### config.mk
export PLATFORM = sky130hd
export DESIGN_NAME = ws2812b_rx_decoder
export DESIGN_NICKNAME = d
export VERILOG_FILES = /design/src/rtl/ws2812b_rx_decoder.sv
export SDC_FILE = /design/constraint.sdc
export NUM_CORES = 1
export LEC_CHECK = 0
export BUFFER_PORTS_ARGS = -buffer_cell sky130_fd_sc_hd__buf_2
export CORE_ASPECT_RATIO = 0.8
export CORE_MARGIN = 3
export CORE_UTILIZATION = 31
export DETAILED_ROUTE_END_ITERATION = 10
export GPL_ROUTABILITY_DRIVEN = 0
export GPL_TIMING_DRIVEN = 0
export PLACE_DENSITY = 0.54
export REMOVE_ABC_BUFFERS = 1
export SYNTH_ARGS = -nofsm -noshare
export SYNTH_HDL_FRONTEND = slang
export SYNTH_SLANG_ARGS = --single-unit
### constraint.sdc
create_clock -name clk -period 4.9 [get_ports clk]
set_input_delay 0.98 -clock clk [delete_from_list [all_inputs] [get_ports clk]]
set_output_delay 0.98 -clock clk [all_outputs]
set_load 0.05 [all_outputs]
### src/rtl/ws2812b_rx_decoder.sv
// ws2812b_rx_decoder
//   Decodes a WS2812B-style single-wire stream into fixed-width pixels.
//   Each bit is a high pulse followed by a low gap. A high time longer than
//   threshold_cycles decodes as 1. A low time of reset_cycles ends the frame.
//   Completed pixels are held in a one-entry output buffer with a
//   valid/ready handshake.
// Ports:
//   clk, reset        - clock and synchronous active-high reset
//   din               - asynchronous serial line (synchronized internally)
//   threshold_cycles  - high-time above which a bit is 1
//   reset_cycles      - low-time that marks a frame end (latch)
//   clear_err         - pulse that clears the sticky error flags
//   pixel_ready       - consumer accepts the buffered pixel
//   pixel_valid/data/index - buffered pixel, first bit in MSB, index in frame
//   frame_end         - one-cycle pulse on latch detection
//   err_overflow      - sticky: completed pixel dropped, buffer was full
//   err_partial       - sticky: frame ended part-way through a pixel
module ws2812b_rx_decoder #(
   parameter int unsigned CNT_W      = 16,
   parameter int unsigned PIXEL_BITS = 24,
   parameter int unsigned IDX_W      = 10
) (
   input  logic                  clk,
   input  logic                  reset,
   input  logic                  din,
   input  logic [CNT_W-1:0]      threshold_cycles,
   input  logic [CNT_W-1:0]      reset_cycles,
   input  logic                  clear_err,
   input  logic                  pixel_ready,
   output logic                  pixel_valid,
   output logic [PIXEL_BITS-1:0] pixel_data,
   output logic [IDX_W-1:0]      pixel_index,
   output logic                  frame_end,
   output logic                  err_overflow,
   output logic                  err_partial
);

   localparam int unsigned        BitCntW = 6;
   localparam logic [BitCntW-1:0] LastBit = BitCntW'(PIXEL_BITS - 1);
   localparam logic [CNT_W-1:0]   CntMax  = '1;

   typedef enum logic [1:0] {StIdle, StHigh, StLow} state_e;

   state_e                state_q, state_d;
   logic                  din_meta_q, din_meta_d;
   logic                  ds_q, ds_d;
   logic [CNT_W-1:0]      hi_cnt_q, hi_cnt_d;
   logic [CNT_W-1:0]      lo_cnt_q, lo_cnt_d;
   logic [BitCntW-1:0]    bit_cnt_q, bit_cnt_d;
   logic [PIXEL_BITS-1:0] shift_q, shift_d;
   logic [IDX_W-1:0]      frame_idx_q, frame_idx_d;
   logic                  pixel_valid_q, pixel_valid_d;
   logic [PIXEL_BITS-1:0] pixel_data_q, pixel_data_d;
   logic [IDX_W-1:0]      pixel_index_q, pixel_index_d;
   logic                  frame_end_q, frame_end_d;
   logic                  err_overflow_q, err_overflow_d;
   logic                  err_partial_q, err_partial_d;

   logic                  bit_val;
   logic [PIXEL_BITS-1:0] shift_in;
   logic [CNT_W:0]        lo_inc;
   logic                  lo_done;
   logic                  pix_done;
   logic                  latch_evt;

   always_comb begin
      din_meta_d     = din;
      ds_d           = din_meta_q;
      state_d        = state_q;
      hi_cnt_d       = hi_cnt_q;
      lo_cnt_d       = lo_cnt_q;
      bit_cnt_d      = bit_cnt_q;
      shift_d        = shift_q;
      frame_idx_d    = frame_idx_q;
      pixel_valid_d  = pixel_valid_q;
      pixel_data_d   = pixel_data_q;
      pixel_index_d  = pixel_index_q;
      frame_end_d    = 1'b0;
      pix_done       = 1'b0;
      latch_evt      = 1'b0;

      bit_val  = hi_cnt_q > threshold_cycles;
      shift_in = (shift_q << 1) | PIXEL_BITS'(bit_val);
      // Extra bit keeps the compare exact when lo_cnt is saturated; reset_cycles
      // of 0..2 all fire on the first low cycle spent in StLow.
      lo_inc   = {1'b0, lo_cnt_q} + {{CNT_W{1'b0}}, 1'b1};
      lo_done  = lo_inc >= {1'b0, reset_cycles};

      unique case (state_q)
         StIdle: begin
            if (ds_q) begin
               state_d  = StHigh;
               hi_cnt_d = CNT_W'(1);
            end
         end
         StHigh: begin
            if (ds_q) begin
               if (hi_cnt_q != CntMax) hi_cnt_d = hi_cnt_q + CNT_W'(1);
            end else begin
               state_d  = StLow;
               lo_cnt_d = CNT_W'(1);
               if (bit_cnt_q == LastBit) begin
                  pix_done  = 1'b1;
                  bit_cnt_d = '0;
                  shift_d   = '0;
               end else begin
                  bit_cnt_d = bit_cnt_q + BitCntW'(1);
                  shift_d   = shift_in;
               end
            end
         end
         StLow: begin
            if (ds_q) begin
               state_d  = StHigh;
               hi_cnt_d = CNT_W'(1);
            end else if (lo_done) begin
               latch_evt   = 1'b1;
               frame_end_d = 1'b1;
               state_d     = StIdle;
               bit_cnt_d   = '0;
               shift_d     = '0;
               frame_idx_d = '0;
            end else if (lo_cnt_q != CntMax) begin
               lo_cnt_d = lo_cnt_q + CNT_W'(1);
            end
         end
         default: state_d = StIdle;
      endcase

      // Output buffer: a completion is loaded if the slot is free or being
      // drained this cycle, otherwise it is dropped.
      if (pix_done) begin
         frame_idx_d = frame_idx_q + IDX_W'(1);
         if (!pixel_valid_q || pixel_ready) begin
            pixel_valid_d = 1'b1;
            pixel_data_d  = shift_in;
            pixel_index_d = frame_idx_q;
         end
      end else if (pixel_valid_q && pixel_ready) begin
         pixel_valid_d = 1'b0;
      end

      // Set events take priority over clear_err.
      err_overflow_d = clear_err ? 1'b0 : err_overflow_q;
      if (pix_done && pixel_valid_q && !pixel_ready) err_overflow_d = 1'b1;
      err_partial_d = clear_err ? 1'b0 : err_partial_q;
      if (latch_evt && (bit_cnt_q != '0)) err_partial_d = 1'b1;
   end

   always_ff @(posedge clk) begin
      if (reset) begin
         state_q        <= StIdle;
         din_meta_q     <= 1'b0;
         ds_q           <= 1'b0;
         hi_cnt_q       <= '0;
         lo_cnt_q       <= '0;
         bit_cnt_q      <= '0;
         shift_q        <= '0;
         frame_idx_q    <= '0;
         pixel_valid_q  <= 1'b0;
         pixel_data_q   <= '0;
         pixel_index_q  <= '0;
         frame_end_q    <= 1'b0;
         err_overflow_q <= 1'b0;
         err_partial_q  <= 1'b0;
      end else begin
         state_q        <= state_d;
         din_meta_q     <= din_meta_d;
         ds_q           <= ds_d;
         hi_cnt_q       <= hi_cnt_d;
         lo_cnt_q       <= lo_cnt_d;
         bit_cnt_q      <= bit_cnt_d;
         shift_q        <= shift_d;
         frame_idx_q    <= frame_idx_d;
         pixel_valid_q  <= pixel_valid_d;
         pixel_data_q   <= pixel_data_d;
         pixel_index_q  <= pixel_index_d;
         frame_end_q    <= frame_end_d;
         err_overflow_q <= err_overflow_d;
         err_partial_q  <= err_partial_d;
      end
   end

   assign pixel_valid  = pixel_valid_q;
   assign pixel_data   = pixel_data_q;
   assign pixel_index  = pixel_index_q;
   assign frame_end    = frame_end_q;
   assign err_overflow = err_overflow_q;
   assign err_partial  = err_partial_q;

endmodule

Yosys cells after proc, flatten, opt, wreduce, memory -nomap -nowiden
Index checks and enable logic that the tools add are counted.

word-level totals
  bits of input ports = 37
  flip-flop bits (word level) = 113
  word-level logic and storage cells = 103
  output and inout bits = 38

cells by class
  reductions and logical operators = 24
  add/subtract/negate cells = 5
  bitwise gates (word level) = 1
  magnitude comparators = 2
  multiplexer cells = 40
  eq/ne operators = 17

operators by type and width
  cell                   number
  $mux 16                7
  $mux 23                4
  $pmux 16 s2            2
  $pmux 23 s2            1
  $mux 10                4
  $add 16x1->16 const B  2
  $ne 16x16->1 const B   2
  $mux 6                 4
  $or 24x1->24           1
  $add 16x1->17 const B  1
  $ge 17x16->1           1
  $gt 16x16->1           1
  $ne 2x2->1 const B     8
  $reduce_bool 2->1      7
  $mux 1                 12
  $pmux 6 s2             1
  $add 10x1->10 const B  1
  $mux 2                 4
  $reduce_and 4->1       2
  $add 6x1->6 const B    1
  $eq 6x5->1 const B     1
  $ne 2x1->1 const B     3
  $pmux 2 s3             1
  $reduce_and 3->1       2
  11 further kinds       16

Longest topological paths before layout
  depth after elaboration = 7
  depth in mapped cells = 15
  mapped depth without buffers = 12

Worst setup path after synthesis
Ideal clock, no wire load.

  path type = reg-to-reg
  start = reg lo_cnt_q[0]
  end = reg lo_cnt_q[13]
  setup slack = 1,688 ps
  path buffers = 0
  stages on the path, launching flop included = 13
  library setup time = 70 ps
  arrival = 3,142 ps
  required time = 4,830 ps
  period minus slack after synthesis = 3,212 ps
  path through = dfxtp_1 -> ha_1 -> nand3_2 -> nor2_1 -> and3_1 -> xor2_1 -> ha_1 -> a211oi_1 -> nor2_1 -> o31ai_1 -> o211ai_2 -> or4_1 -> a21oi_1

on the way
  cells in the longest elaborated chain, start to end = 5
  elaborated cells between the ends (all ways) = 11
  classes of those cells = add/sub (2); order compare (1); eq/ne (3); mux (4); reduce/logical (1)

ends and longest elaborated chain
  item                                                   RTL line  text
  start: declaration                                     48        logic [CNT_W-1:0] lo_cnt_q, lo_cnt_d;
  start signal: assignment                               171       lo_cnt_q <= lo_cnt_d;
  branches (longest 5 deep; another with $add 16x1->17)  n/a

Several ways; the timed one is not identified. The select of a mux whose other input is x is not followed.
A chain may end at the register's enable or synchronous reset.

Worst setup path after layout
  start = reg lo_cnt_q[0]
  end = reg lo_cnt_q[5]

Same word-level chain as after synthesis.

==> impl_metrics.csv <==
group,metric,value,unit
synthesis,synth_cell_types,54,
critical_path,slowest_stage,"o211a_1",
global_route,first_global_vias,4799,
sta,fin_tns_setup,0,ns
final_layout,antennaDiodeCount,0,
clock_network,cts.path.max_buffers,2,
floorplan,dieHeight,129.2,um
clock_network,postCtsSetupRepairBufs,0,
final_layout,syn_to_final_growth,21.09,%
sta,fmax,245.8,MHz
global_route,grtUsageTotal,13.33,%
routing,initialDrtViolationCount,249,
synthesis,synth_area_leaders,"dfxtp_1 38%, nand2_1 8.1%, ha_1 7.9%",
routing,dr.pass1.iters,4,
synthesis,yosysWarnings,0,
routing,viasPerCell,4.651,
worst_hold_path,hold_class,"register to register",
placement,io_buffers,74,
synthesis,synth_ff_type,"dfxtp_1",
sta,slew_headroom,20.44,%
placement,hpwlAfterDp,9266,um
final_layout,layout-drive-gt1-share,15.87,%
routing,wl,13360,um
floorplan,ios,75,
clock_network,clkLatencyLatePin,0.41,ns
synthesis,syn_area,0.005884,sq mm
sta,worst_slew_pin_slew,1.191,ns
synthesis,yosys.area.top_type,"dfxtp_1",
sta,finalWorstSetupSlack,0.8314,ns
power_and_ir_drop,irDropWorstVdd,0.1916,mV
power_and_ir_drop,leakage,2.877,nW
final_layout,final_common_cell,"nand2_1",
routing,ant_nets,0,
critical_path,crit_type,"register to register",
global_route,grt_pass1_wl,22940,um
floorplan,fp.coreArea,0.01839,sq mm
sta,clock_skew,0.009596,ns
critical_path,cp-start-kind,"register",
synthesis,synth_fa_ha_area_share,7.867,%
critical_path,worst-path-max-fanout,15,
synthesis,synth_top_family_by_area,"simple AND/OR/NAND/NOR gates",
clock_network,cts_tree,"done",
placement,pre_cts_ws,0.8298,ns
synthesis,synth_compound_area_share,14.27,%
global_route,grt_overflow,0,
synthesis,synth_top_area_share,38.44,%
final_layout,fillCellCount,1946,
critical_path,required,5.18,ns
synthesis,muxShareOfSynthArea,5.018,%
sta,finalCritPeriodShare,83.03,%
final_layout,fin_util,38.75,%
critical_path,max_stage_delay,0.52,ns
critical_path,crit_arrival,4.34,ns
synthesis,synth_seq_cells,113,
critical_path,crit_path_cell_trace,"ha_1 -> nand3_2 -> nor2_1 -> and3_1 -> xor2_1 -> ha_1 -> a211oi_1 -> nor2_1 -> o31ai_1 -> o211a_1 -> mux2_2 -> nor2b_1",
clock_network,cts_resized,0,
clock_network,holdBufCountCts,0,
sta,rsz0062_at_grt,"false",
floorplan,start_util,32.00,%
synthesis,avgSynthCellArea,8.184,sq um
outcome,outcome,"finished clean",
synthesis,yosysSeqAreaShare,38.44,%
clock_network,htreeDepth,4,
floorplan,rows,44,
sta,drv_slew,0,
run,max_cap_violations,0,
floorplan,die_x,160.0,um
sta,min_period,4.069,ns
global_route,antenna_found_initial,0,
sta,setup_viol,0,
clock_network,cts_buffers,17,
synthesis,synthCells,719,
routing,drc,0,
synthesis,async_reset_ff_share,0,%
clock_network,clkTransAtPathRegs,0.06,ns
clock_network,clock-sinks,113,
power_and_ir_drop,power_density,322.6,mW/mm^2
sta,hold_viol_final,0,
final_layout,mostFrequentLayoutCells,"127 x nand2_1, 113 x dfxtp_1, 73 x buf_2",
synthesis,synth_xor_xnor_area_share,3.870,%
floorplan,dieArea,0.02068,sq mm
critical_path,worst_setup_path_end_kind,"register",
routing,route.vias.total,4870,
global_route,grt_max_degree,72,
final_layout,final_nets,858,
routing,wire_per_inst,12.76,um
synthesis,synth_edf_count,0,
synthesis,yosys.area_share.simple,25.01,%
clock_network,cts-root-buf,"clkbuf_16",
-- final timing paths --
| check | startpoint | slack (ns) | cells after the start | to |
|---|---|---|---|---|
| max | lo_cnt_q[0] | 0.83 | 12 | lo_cnt_q[5] |
| min | din_meta_q | 0.43 | 1 | ds_q |
| min reg2reg | din_meta_q | 0.43 | 1 | ds_q |
| max reg2reg | lo_cnt_q[0] | 0.83 | 12 | lo_cnt_q[5] |
-- flip-flops by register name, summed over array words and instances (netlist names) --
register / count
ds_q: 1
din_meta_q: 1
frame_end: 1
state_q: 2
err_partial: 1
pixel_index: 10
pixel_valid: 1
shift_q: 23
bit_cnt_q: 6
pixel_data: 24
err_overflow: 1
frame_idx_q: 10
hi_cnt_q: 16
lo_cnt_q: 16
-- stage by stage --
stage          hold WS [ns]  area, sq um  power [mW]  instances
2_1_floorplan        0.4138         5732      0.9873        687
3_3_place_gp         0.4177         6419       1.028       1014
3_5_place_dp         0.4290         6514       1.033       1018
4_1_cts              0.4415         7126       2.338       1047
5_1_grt              0.4687         7126       2.388       1047
6_report             0.4337         7126       2.299       1047
-- cell usage after synthesis, drive strengths merged, types with 16 or more instances --
cell type,count
a21oi,65
clkbuf,23
dfxtp,113
ha,37
inv,45
mux2i,25
nand2,127
nand2b,31
nand3,19
nand4,18
nor2,43
o21ai,16
-- cells by family after synthesis --
group                      after synthesis
and+or+nand+nor                        303
xor gates and xnor gates                26
DFF                                    113
muxes                                   29
AOI/OAI and AO/OA                      133
buffers and inverters                   78
adders and majority gates               37
-- worst max-delay path: cells and delay by family (launching register included) --
| family | cells | cell delay [ns] |
|---|---|---|
| AOI/OAI and AO/OA | 3 | 1.23 |
| and+or+nand+nor | 5 | 1.00 |
| adders and majority gates | 2 | 0.60 |
| muxes | 1 | 0.38 |
| xor gates and xnor gates | 1 | 0.26 |
| DFF | 1 | 0.46 |
-- layout make-up --
class                   instances  area, sq um  share of cell area [%]
inverters                      46        172.7                   2.423
clock inverters                 5        100.1                   1.405
multi-input cells             528         3312                   46.48
repair buffers                 78        450.4                   6.321
flip-flops and latches        113         2262                   31.75
clock buffers                  24        511.7                   7.182
well taps                     253        316.6                   4.443
-- metal layers --
metal	vias to the layer above	track usage, %	wire, um	share of wire, %
met5	-	0	0	0
met4	0	4.133	128	0.96
met3	9	3.675	476	3.6
met2	71	19.76	5353	40
met1	2186	18.89	7396	55
li1	2604	-	-	-
-- power by group --
group	total [mW]	internal, mW	leakage, nW	switching (mW)
Clock	1.29	0.871	0.304	0.415
Combinational	0.0863	0.0357	1.66	0.0506
Sequential	0.927	0.922	0.911	0.00423
Note: power is estimated with default switching activity, not from simulation.
